==> config.mk <==
export PLATFORM = sky130hd
export DESIGN_NAME = pcie_tx_arb
export DESIGN_NICKNAME = d
export VERILOG_FILES = /design/src/rtl/pcie_tx_pkg.sv /design/src/rtl/pcie_tx_credit_chk.sv /design/src/rtl/pcie_tx_arb.sv
export SDC_FILE = /design/constraint.sdc
export NUM_CORES = 1
export LEC_CHECK = 0
export CAP_MARGIN = 20
export CORE_MARGIN = 4
export CORE_UTILIZATION = 41
export DETAILED_ROUTE_END_ITERATION = 8
export PLACE_DENSITY = 0.87
export SLEW_MARGIN = 20
export SYNTH_ARGS = -nofsm -noshare
export SYNTH_HDL_FRONTEND = slang
export SYNTH_SLANG_ARGS = --single-unit
==> constraint.sdc <==
create_clock -name pcie_clk -period 6 [get_ports pcie_clk]
set_input_delay 0.9 -clock pcie_clk [delete_from_list [all_inputs] [get_ports pcie_clk]]
set_output_delay 0.9 -clock pcie_clk [all_outputs]
set_load 0.01 [all_outputs]
==> src/rtl/pcie_tx_pkg.sv <==
// Shared encodings and credit helpers for the VC0 transmit arbiter.
package pcie_tx_pkg;

   typedef enum logic [1:0] {
      CLS_P   = 2'b00,
      CLS_NP  = 2'b01,
      CLS_CPL = 2'b10,
      CLS_INV = 2'b11
   } tlp_cls_e;

   typedef enum logic [1:0] {
      ST_IDLE = 2'b00,
      ST_REQ  = 2'b01,
      ST_XFER = 2'b10
   } arb_state_e;

   localparam int HDR_INF_BIT = 8;
   localparam int DAT_INF_BIT = 12;
   localparam int HDR_W       = HDR_INF_BIT + 1;
   localparam int DAT_W       = DAT_INF_BIT + 1;
   localparam int PD_W        = 8;
   localparam int DATA_W      = 16;

   function automatic logic hdr_avail(input logic [HDR_W-1:0] ca);
      return ca[HDR_INF_BIT] | (ca[HDR_INF_BIT-1:0] != '0);
   endfunction

   function automatic logic dat_avail(input logic [DAT_W-1:0] ca,
                                      input logic [PD_W-1:0]  need);
      return ca[DAT_INF_BIT] |
             (ca[DAT_INF_BIT-1:0] >= {{(DAT_INF_BIT-PD_W){1'b0}}, need});
   endfunction

endpackage

==> src/rtl/pcie_tx_credit_chk.sv <==
// Combinational credit check for one requester: does the core advertise
// enough header and data credit for this TLP's class?
module pcie_tx_credit_chk
   import pcie_tx_pkg::*;
(
   input  logic [1:0]       tlp_type,
   input  logic [PD_W-1:0]  need_pd,
   input  logic [HDR_W-1:0] ca_ph,
   input  logic [HDR_W-1:0] ca_nph,
   input  logic [HDR_W-1:0] ca_cplh,
   input  logic [DAT_W-1:0] ca_pd,
   input  logic [DAT_W-1:0] ca_npd,
   input  logic [DAT_W-1:0] ca_cpld,
   output logic             ok
);

   always_comb begin
      ok = 1'b0;
      case (tlp_cls_e'(tlp_type))
         CLS_P:   ok = hdr_avail(ca_ph)   & dat_avail(ca_pd,   need_pd);
         CLS_NP:  ok = hdr_avail(ca_nph)  & dat_avail(ca_npd,  need_pd);
         CLS_CPL: ok = hdr_avail(ca_cplh) & dat_avail(ca_cpld, need_pd);
         default: ok = 1'b0;
      endcase
   end

endmodule

==> src/rtl/pcie_tx_arb.sv <==
// Two-port round-robin arbiter in front of the PCIe core VC0 transmit port,
// with credit gating, tx_req/tx_rdy handshake and a transfer watchdog.
//
//   state   | meaning
//   --------+-----------------------------------------------------------
//   ST_IDLE | no TLP in flight; arbitrate among credit-eligible requesters
//   ST_REQ  | tx_req raised for the latched owner, waiting for tx_rdy
//   ST_XFER | owner's st/end/data forwarded to the core until end
module pcie_tx_arb
   import pcie_tx_pkg::*;
#(
   parameter int TIMEOUT_W = 10
)
(
   input  logic              pcie_clk,
   input  logic              sys_rst_n,

   input  logic              c0_req,
   input  logic [1:0]        c0_type,
   input  logic [PD_W-1:0]   c0_pd,
   input  logic              c0_st,
   input  logic              c0_end,
   input  logic [DATA_W-1:0] c0_data,
   output logic              c0_gnt,

   input  logic              c1_req,
   input  logic [1:0]        c1_type,
   input  logic [PD_W-1:0]   c1_pd,
   input  logic              c1_st,
   input  logic              c1_end,
   input  logic [DATA_W-1:0] c1_data,
   output logic              c1_gnt,

   output logic              tx_req,
   input  logic              tx_rdy,
   output logic              tx_st,
   output logic              tx_end,
   output logic [DATA_W-1:0] tx_data,

   input  logic [HDR_W-1:0]  tx_ca_ph,
   input  logic [HDR_W-1:0]  tx_ca_nph,
   input  logic [HDR_W-1:0]  tx_ca_cplh,
   input  logic [DAT_W-1:0]  tx_ca_pd,
   input  logic [DAT_W-1:0]  tx_ca_npd,
   input  logic [DAT_W-1:0]  tx_ca_cpld,
   input  logic              tx_ca_p_recheck,
   input  logic              tx_ca_cpl_recheck,

   output logic              busy,
   output logic              owner,
   output logic              err_timeout
);

   arb_state_e           state_q, state_d;
   tlp_cls_e             cls_q, cls_d;
   logic                 owner_q, owner_d;
   logic                 rr_q, rr_d;
   logic                 err_q, err_d;
   logic [TIMEOUT_W-1:0] wdog_q, wdog_d;
   logic [TIMEOUT_W-1:0] wdog_inc;

   logic                 ok0, ok1;
   logic                 elig0, elig1;
   logic                 pick;
   logic                 recheck;
   logic                 wdog_last;
   logic                 own_st, own_end;
   logic [DATA_W-1:0]    own_data;

   pcie_tx_credit_chk u_chk0 (
      .tlp_type (c0_type),
      .need_pd  (c0_pd),
      .ca_ph    (tx_ca_ph),
      .ca_nph   (tx_ca_nph),
      .ca_cplh  (tx_ca_cplh),
      .ca_pd    (tx_ca_pd),
      .ca_npd   (tx_ca_npd),
      .ca_cpld  (tx_ca_cpld),
      .ok       (ok0)
   );

   pcie_tx_credit_chk u_chk1 (
      .tlp_type (c1_type),
      .need_pd  (c1_pd),
      .ca_ph    (tx_ca_ph),
      .ca_nph   (tx_ca_nph),
      .ca_cplh  (tx_ca_cplh),
      .ca_pd    (tx_ca_pd),
      .ca_npd   (tx_ca_npd),
      .ca_cpld  (tx_ca_cpld),
      .ok       (ok1)
   );

   assign elig0 = c0_req & ok0;
   assign elig1 = c1_req & ok1;
   // Contention goes to rr; otherwise whoever is eligible (elig1 alone -> 1).
   assign pick  = (elig0 & elig1) ? rr_q : elig1;

   assign recheck  = (cls_q == CLS_CPL) ? tx_ca_cpl_recheck : tx_ca_p_recheck;
   assign own_st   = owner_q ? c1_st   : c0_st;
   assign own_end  = owner_q ? c1_end  : c0_end;
   assign own_data = owner_q ? c1_data : c0_data;

   // Fires in the cycle the count would step onto all-ones, so the counter
   // never wraps and an XFER lasts at most 2^TIMEOUT_W-1 cycles.
   assign wdog_inc  = wdog_q + 1'b1;
   assign wdog_last = &wdog_inc;

   always_comb begin
      state_d = state_q;
      cls_d   = cls_q;
      owner_d = owner_q;
      rr_d    = rr_q;
      err_d   = err_q;
      wdog_d  = wdog_q;
      tx_req  = 1'b0;
      c0_gnt  = 1'b0;
      c1_gnt  = 1'b0;
      tx_st   = 1'b0;
      tx_end  = 1'b0;
      tx_data = '0;

      case (state_q)
         ST_IDLE: begin
            if (elig0 | elig1) begin
               owner_d = pick;
               cls_d   = tlp_cls_e'(pick ? c1_type : c0_type);
               state_d = ST_REQ;
            end
         end

         ST_REQ: begin
            tx_req = 1'b1;
            if (tx_rdy) begin
               c0_gnt  = ~owner_q;
               c1_gnt  = owner_q;
               wdog_d  = '0;
               state_d = ST_XFER;
            end else if (recheck) begin
               state_d = ST_IDLE;
            end
         end

         ST_XFER: begin
            tx_st   = own_st;
            tx_end  = own_end;
            tx_data = own_data;
            if (own_end) begin
               state_d = ST_IDLE;
               rr_d    = ~owner_q;
            end else if (wdog_last) begin
               state_d = ST_IDLE;
               rr_d    = ~owner_q;
               err_d   = 1'b1;
            end else begin
               wdog_d  = wdog_inc;
            end
         end

         default: state_d = ST_IDLE;
      endcase
   end

   always_ff @(posedge pcie_clk or negedge sys_rst_n) begin
      if (!sys_rst_n) begin
         state_q <= ST_IDLE;
         cls_q   <= CLS_P;
         owner_q <= 1'b0;
         rr_q    <= 1'b0;
         err_q   <= 1'b0;
         wdog_q  <= '0;
      end else begin
         state_q <= state_d;
         cls_q   <= cls_d;
         owner_q <= owner_d;
         rr_q    <= rr_d;
         err_q   <= err_d;
         wdog_q  <= wdog_d;
      end
   end

   assign busy        = (state_q != ST_IDLE);
   assign owner       = owner_q;
   assign err_timeout = err_q;

endmodule
Yosys cells after proc, flatten, opt, wreduce, memory -nomap -nowiden
Cells that the tools add are included.
{"block": "classes", "muxes": 28, "n_addsub": 1, "n_reduce_logical": 15, "magnitude_cmp": 6, "bitwise_logic": 21, "n_eq_ne": 13}
{"op": "12-bit by 8-bit >= comparator with 1-bit output", "count": 6}
{"op": "16-bit 2-to-1 mux", "count": 2}
{"op": "10-bit 2-to-1 mux", "count": 3}
{"op": "8-bit nonzero test", "count": 3}
{"op": "10-bit case mux with 2 select lines", "count": 1}
{"op": "1-bit 2-to-1 mux", "count": 13}
{"op": "2-bit 2-to-1 mux", "count": 6}
{"op": "12-bit AND reduction", "count": 1}
{"op": "10-bit by 1-bit adder with 10-bit output (second input constant)", "count": 1}
{"op": "1-bit bitwise OR", "count": 10}
{"op": "10-bit AND reduction", "count": 1}
{"op": "1-bit bitwise AND", "count": 9}
{"op": "2-bit equality test (second input constant)", "count": 4}
{"op": "2-bit inequality test (second input constant)", "count": 4}
{"op": "2-bit by 1-bit equality test with 1-bit output (second input constant)", "count": 3}
{"op": "2-bit zero test", "count": 3}
{"op": "3-bit inequality test (second input constant)", "count": 2}
{"op": "1-bit case mux with 3 select lines", "count": 2}
{"op": "2-bit case mux with 3 select lines", "count": 1}
{"op": "2-bit nonzero test", "count": 3}
{"op": "2-bit AND reduction", "count": 2}
{"op": "4-bit AND reduction", "count": 1}
{"op": "3-bit AND reduction", "count": 1}
{"op": "1-bit inverter", "count": 2}
{"block": "word_totals", "output_inout_bits": 24, "wordCells": 90, "reg_bits": 17, "input_bits": 129}

Depth between registers and ports, before layout
{"block": "logic_depth", "depth_word": 8, "depth_mapped": 9, "ltp_nobuf": 9}

By module
From an unflattened synthesis, not the netlist that was laid out.
{"block": "unflattened", "hier_cells": 329, "hier_area_um2": 2665.1}
{"mod": "pcie_tx_credit_chk", "cells_per_inst": 87, "instances": 2, "area_each_um2": 666.9, "seq_area_each_um2": 0.0}
{"mod": "pcie_tx_arb", "cells_per_inst": 155, "instances": 1, "area_each_um2": 1331.3, "seq_area_each_um2": 425.4}

Worst setup path before layout
Ideal clock, no wire load.
{"block": "synth_path", "path_type": "input-to-reg", "start": "in tx_ca_npd[11]", "end": "reg state_q[0]", "slack_ns": 3.188, "t_required_ns": 5.880, "setup_time_ns": 0.120, "cell_stages": 7, "arrival_time_ns": 2.692, "path_cell_list": "or4_4 or4b_1 a21oi_1 o21a_2 nor4_1 or2_1 a31o_1"}
{"block": "synth_between", "elab_chain_len": 8}
{"item": "from (decl)", "line": "pcie_tx_arb.sv:44", "rtl": "input logic [DAT_W-1:0] tx_ca_npd,"}
{"item": "12-bit by 8-bit >= comparator with 1-bit output", "line": "pcie_tx_pkg.sv:31", "rtl": "(ca[DAT_INF_BIT-1:0] >= {{(DAT_INF_BIT-PD_W){1'b0}}, need});"}
{"item": "1-bit bitwise OR", "line": "pcie_tx_pkg.sv:30", "rtl": "return ca[DAT_INF_BIT] |"}
{"item": "1-bit bitwise AND", "line": "pcie_tx_credit_chk.sv:21", "rtl": "CLS_NP: ok = hdr_avail(ca_nph) & dat_avail(ca_npd, need_pd);"}
{"item": "1-bit case mux with 3 select lines", "line": "pcie_tx_credit_chk.sv:19", "rtl": "case (tlp_cls_e'(tlp_type))"}
{"item": "1-bit bitwise AND (on tied branches)", "line": "pcie_tx_arb.sv:94, pcie_tx_arb.sv:95"}
{"item": "1-bit bitwise OR (*)", "line": "pcie_tx_arb.sv:125", "rtl": "if (elig0 | elig1) begin"}
{"item": "2-bit inequality test (no line) (*)"}
{"item": "3-bit AND reduction (no line) (*)"}
{"item": "to (signal assigned)", "line": "pcie_tx_arb.sv:173", "rtl": "state_q <= state_d;"}
{"item": "to (decl)", "line": "pcie_tx_arb.sv:54", "rtl": "arb_state_e state_q, state_d;"}
Every way passes the cells marked *; elsewhere a longest branch is shown, timed or not.
A chain may end at the register's enable or synchronous reset.

Worst setup path after layout
{"block": "layout_path", "start": "reg owner_q (netlist: owner)", "end": "out tx_end"}
{"block": "layout_between", "elab_chain_len": 2}
{"item": "from (decl)", "line": "pcie_tx_arb.sv:56", "rtl": "logic owner_q, owner_d;"}
{"item": "from (signal assigned)", "line": "pcie_tx_arb.sv:175", "rtl": "owner_q <= owner_d;"}
{"item": "1-bit 2-to-1 mux", "line": "pcie_tx_arb.sv:101", "rtl": "assign own_end = owner_q ? c1_end : c0_end;"}
{"item": "1-bit 2-to-1 mux", "line": "pcie_tx_arb.sv:123", "rtl": "case (state_q)"}
{"item": "to (decl)", "line": "pcie_tx_arb.sv:37", "rtl": "output logic tx_end,"}
No other way between the ends.

==> results by group <==
Status
  • Outcome: completed

Job
  • Max capacitance violation total: 0

Clocking
  • Post-CTS setup buffer count: 0
  • CTS H-Tree Depth: 1
  • Worst-case clock buffer depth: 2
  • Clock-pin slew on the worst setup and hold paths: 0.07 ns
  • Clk sinks: 17
  • Hold-fix buffers, CTS: 0
  • Source-to-sink clock delay at the later pin of the worst-skew pair: 0.25 ns
  • CTS tree: yes
  • Number of gates resized after cts: 0
  • Master cell of the clock root buffer: sky130_fd_sc_hd__clkbuf_8
  • Num CTS Buffers: 3

Cells and area
  • Sequential standard cell area: 425 µm²
  • Number of antenna repair diodes: 0
  • Multi-input combinational cell area: 1930 µm²
  • Fraction of layout cells with a size suffix above 1: 3.55%
  • # fillers: 466
  • Final nets: 631
  • Post-synthesis to final-layout area growth: 66.3%

Detailed routing
  • Remaining design rule violation count: 0
  • 1st-iter DRT viols: 97
  • Total length of routed wires: 8.73 mm
  • Vias after detailed routing: 2832
  • Count of antenna-violating nets left after detailed routing: 0
  • Avg WL per Cell: 16.6 µm
  • Post-detailed-route via-to-cell ratio: 5.38
  • 1st-pass router iterations: 4

STA
  • Final setup violation count: 0
  • Unrepaired setup endpoints after global routing: false
  • Total negative slack: 0 ns
  • Max Slew Vio Count: 0
  • Maximum operating frequency: 302 MHz
  • Worst slew margin relative to its limit: 28.2%
  • Final hold violation count: 0
  • Fin crit share: 55.2%
  • Tightest Pin Transition: 1.08 ns
  • Setup skew after layout: 0.00716 ns
  • Final Critical Period: 3.31 ns

Synth
  • Count of state elements after synthesis: 17
  • Synth Area in Simple Gates: 23.1%
  • Share of the synthesized netlist area taken by xor and xnor gates: 0%
  • Number of library cell types mapped by synthesis: 55
  • Post-synthesis sequential area ratio: 17.2%
  • Leading cell types by total area after synthesis: sky130_fd_sc_hd__ha_1 25%, sky130_fd_sc_hd__dfrtp_1 17%, sky130_fd_sc_hd__mux2i_1 7.7%
  • Library cell with the largest summed area after synthesis: sky130_fd_sc_hd__ha_1
  • Most used flip-flop cell after synthesis: sky130_fd_sc_hd__dfrtp_1
  • Ys async rst share: 100%
  • Net count of the mapped netlist: 480
  • Combinational family with the most area after synthesis: adder cells
  • Post-synth EDFFs: 0
  • Area fraction in compound gates after synthesis: 21.5%
  • Mux contribution to synthesized area: 8.14%
  • Total standard cell area after synthesis: 2470 µm²
  • Mean Syn Cell Area: 8.22 µm²
  • Ys Warns: 0
  • Synth top area share: 25.3%
  • Synthesized-area fraction occupied by adder cells: 25.3%
  • Post-synthesis cell count: 301

Placement
  • Number of port buffers: 152
  • Placed wire-length estimate: 7.54 mm
  • Routability cong.: 0.869

Min path
  • Hold Path Stages: 1
  • Capture endpoint of the worst hold path: wdog_q[9]
  • Hold path startpoint: wdog_q[9]
  • Class of the tightest hold or removal check: reg2reg

Global routing
  • GRT Resource Usage Total: 22.5%
  • Wire length of the first global-routing pass: 13.5 mm
  • Initial antenna violation count: 0
  • Largest net degree at the start of global routing: 32
  • GRT Residual Overflow: 0
  • Vias in the first global route: 2965

Worst setup path
  • Worst reg2reg path depth: 8
  • Endpoint of the worst register-to-register path: wdog_q[4]
  • Crit-path max FO: 22
  • Crit Path Category: reg2out
  • Kind of start point of the critical path: flop
  • CP Data Required Time: 5.10 ns
  • Startpoint of the lowest-slack register-to-register path: wdog_q[1]
  • Arrival time of the worst setup path: 2.41 ns
  • Sort of element at the end of the critical path: output pin
  • Setup slack of the worst register-to-register path: 3.22 ns

Power and ir drop
  • Leakage power of the design: 1.79 nW
  • Ratio of total power to cell area: 182 nW/µm²
  • Largest vdd supply drop: 0.207 mV
  • Power after layout: 0.750 mW

Floorplanning
  • Die Y-Extent: 85.7 µm
  • FP Rows: 28
  • Total Die Area: 7340 µm²
  • Die X: 85.7 µm
  • Top-level port count: 153
  • Core region area: 5890 µm²
  • Starting density of the core: 42.0%
==> cells in the final DEF (no fill, tap or decap), types with 9 or more instances in the layout <==
cell / synthesis / final
sky130_fd_sc_hd__nand3_1: 9 / 9
sky130_fd_sc_hd__nor3_1: 9 / 9
sky130_fd_sc_hd__o21ai_1: 17 / 17
sky130_fd_sc_hd__ha_1: 50 / 50
sky130_fd_sc_hd__dfrtp_1: 17 / 17
sky130_fd_sc_hd__nand2b_1: 10 / 9
sky130_fd_sc_hd__nand2_1: 9 / 9
sky130_fd_sc_hd__clkdlybuf4s50_1: 0 / 152
sky130_fd_sc_hd__mux2i_1: 19 / 19
sky130_fd_sc_hd__nor2_1: 35 / 35
sky130_fd_sc_hd__inv_1: 24 / 24
==> where the power goes <==
part	internal [mW]	leakage, nW	switching (mW)
Sequential	0.140	0.225	0.0514
Combinational	0.266	1.54	0.206
Clock	0.0461	0.0255	0.0393
Total	0.452	1.79	0.297
==> cell type report <==
class	count	area share [%]
Multi-Input combinational cell	253	47.0
Timing Repair Buffer	152	37.0
Sequential cell	17	10.3
Inverter	25	2.28
Tap cell	75	2.28
Clock buffer	3	1.00
Clock inverter	1	0.122
==> worst max path at each step <==
stage	slack [ns]	end	startpoint	depth (start not counted)
final	2.69	tx_end	owner	3
after CTS	2.66	tx_end	owner	3
after global placement	2.64	state_q[0]	c1_pd[5]	10
after global routing	2.62	tx_end	owner	3
after floorplan	3.19	state_q[0]	tx_ca_npd[11]	7
after detailed placement	2.55	state_q[0]	c1_pd[5]	10
==> routing by layer <==
metal  vias to the layer above  global-route usage (%)  part of all wire [%]
li1                       1426                       -                     -
met1                      1292                    26.3                    41
met2                       102                    42.9                    52
met3                        12                    4.23                   6.3
met4                         0                    3.31                   1.1
met5                         -                       0                     0
==> flip-flops by register name, indices dropped and copies added (netlist names) <==
name	count
wdog_q	10
cls_q	2
state_q	2
err_timeout	1
owner	1
rr_q	1
==> per-stage QoR <==
step / worst slack [ns] / instances / hold slack (ns) / area, µm² / utilization, %
2_1_floorplan: 3.19 / 301 / 0.441 / 2470 / -
3_3_place_gp: 2.64 / 522 / 0.453 / 4070 / 69.1
3_5_place_dp: 2.55 / 522 / 0.466 / 4070 / 69.1
4_1_cts: 2.66 / 526 / 0.481 / 4110 / 69.9
5_1_grt: 2.62 / 526 / 0.498 / 4120 / 69.9
6_report: 2.69 / 526 / 0.483 / 4120 / 69.9
==> critical path, stage by stage, from the launching register on <==
cell and delay [ns]:
sky130_fd_sc_hd__dfrtp_1 1.06, sky130_fd_sc_hd__mux2_2 0.45, sky130_fd_sc_hd__nor2b_1 0.13, sky130_fd_sc_hd__clkdlybuf4s50_1 0.51
==> synth_stat cells (all sizes together), types with 4 or more instances <==
library cell,number
ha,50
nor2,35
inv,25
o21ai,25
mux2i,19
dfrtp,17
nand2b,10
nand2,9
nand3,9
nor3,9
a21o,8
nor4,7
a211oi,5
a31oi,5
nand4,5
nor2b,5
o31ai,5
a211o,4
a21oi,4
and3,4
o21a,4
==> kinds of logic (layout without fill, tap and decap cells) <==
group | Yosys count | count (layout)
fa+ha+maj | 50 | 50
compound gates | 75 | 75
mux | 20 | 20
simple gates | 108 | 108
flops | 17 | 17
buf+inv | 31 | 181
Note: power is estimated with default switching activity, not from simulation.
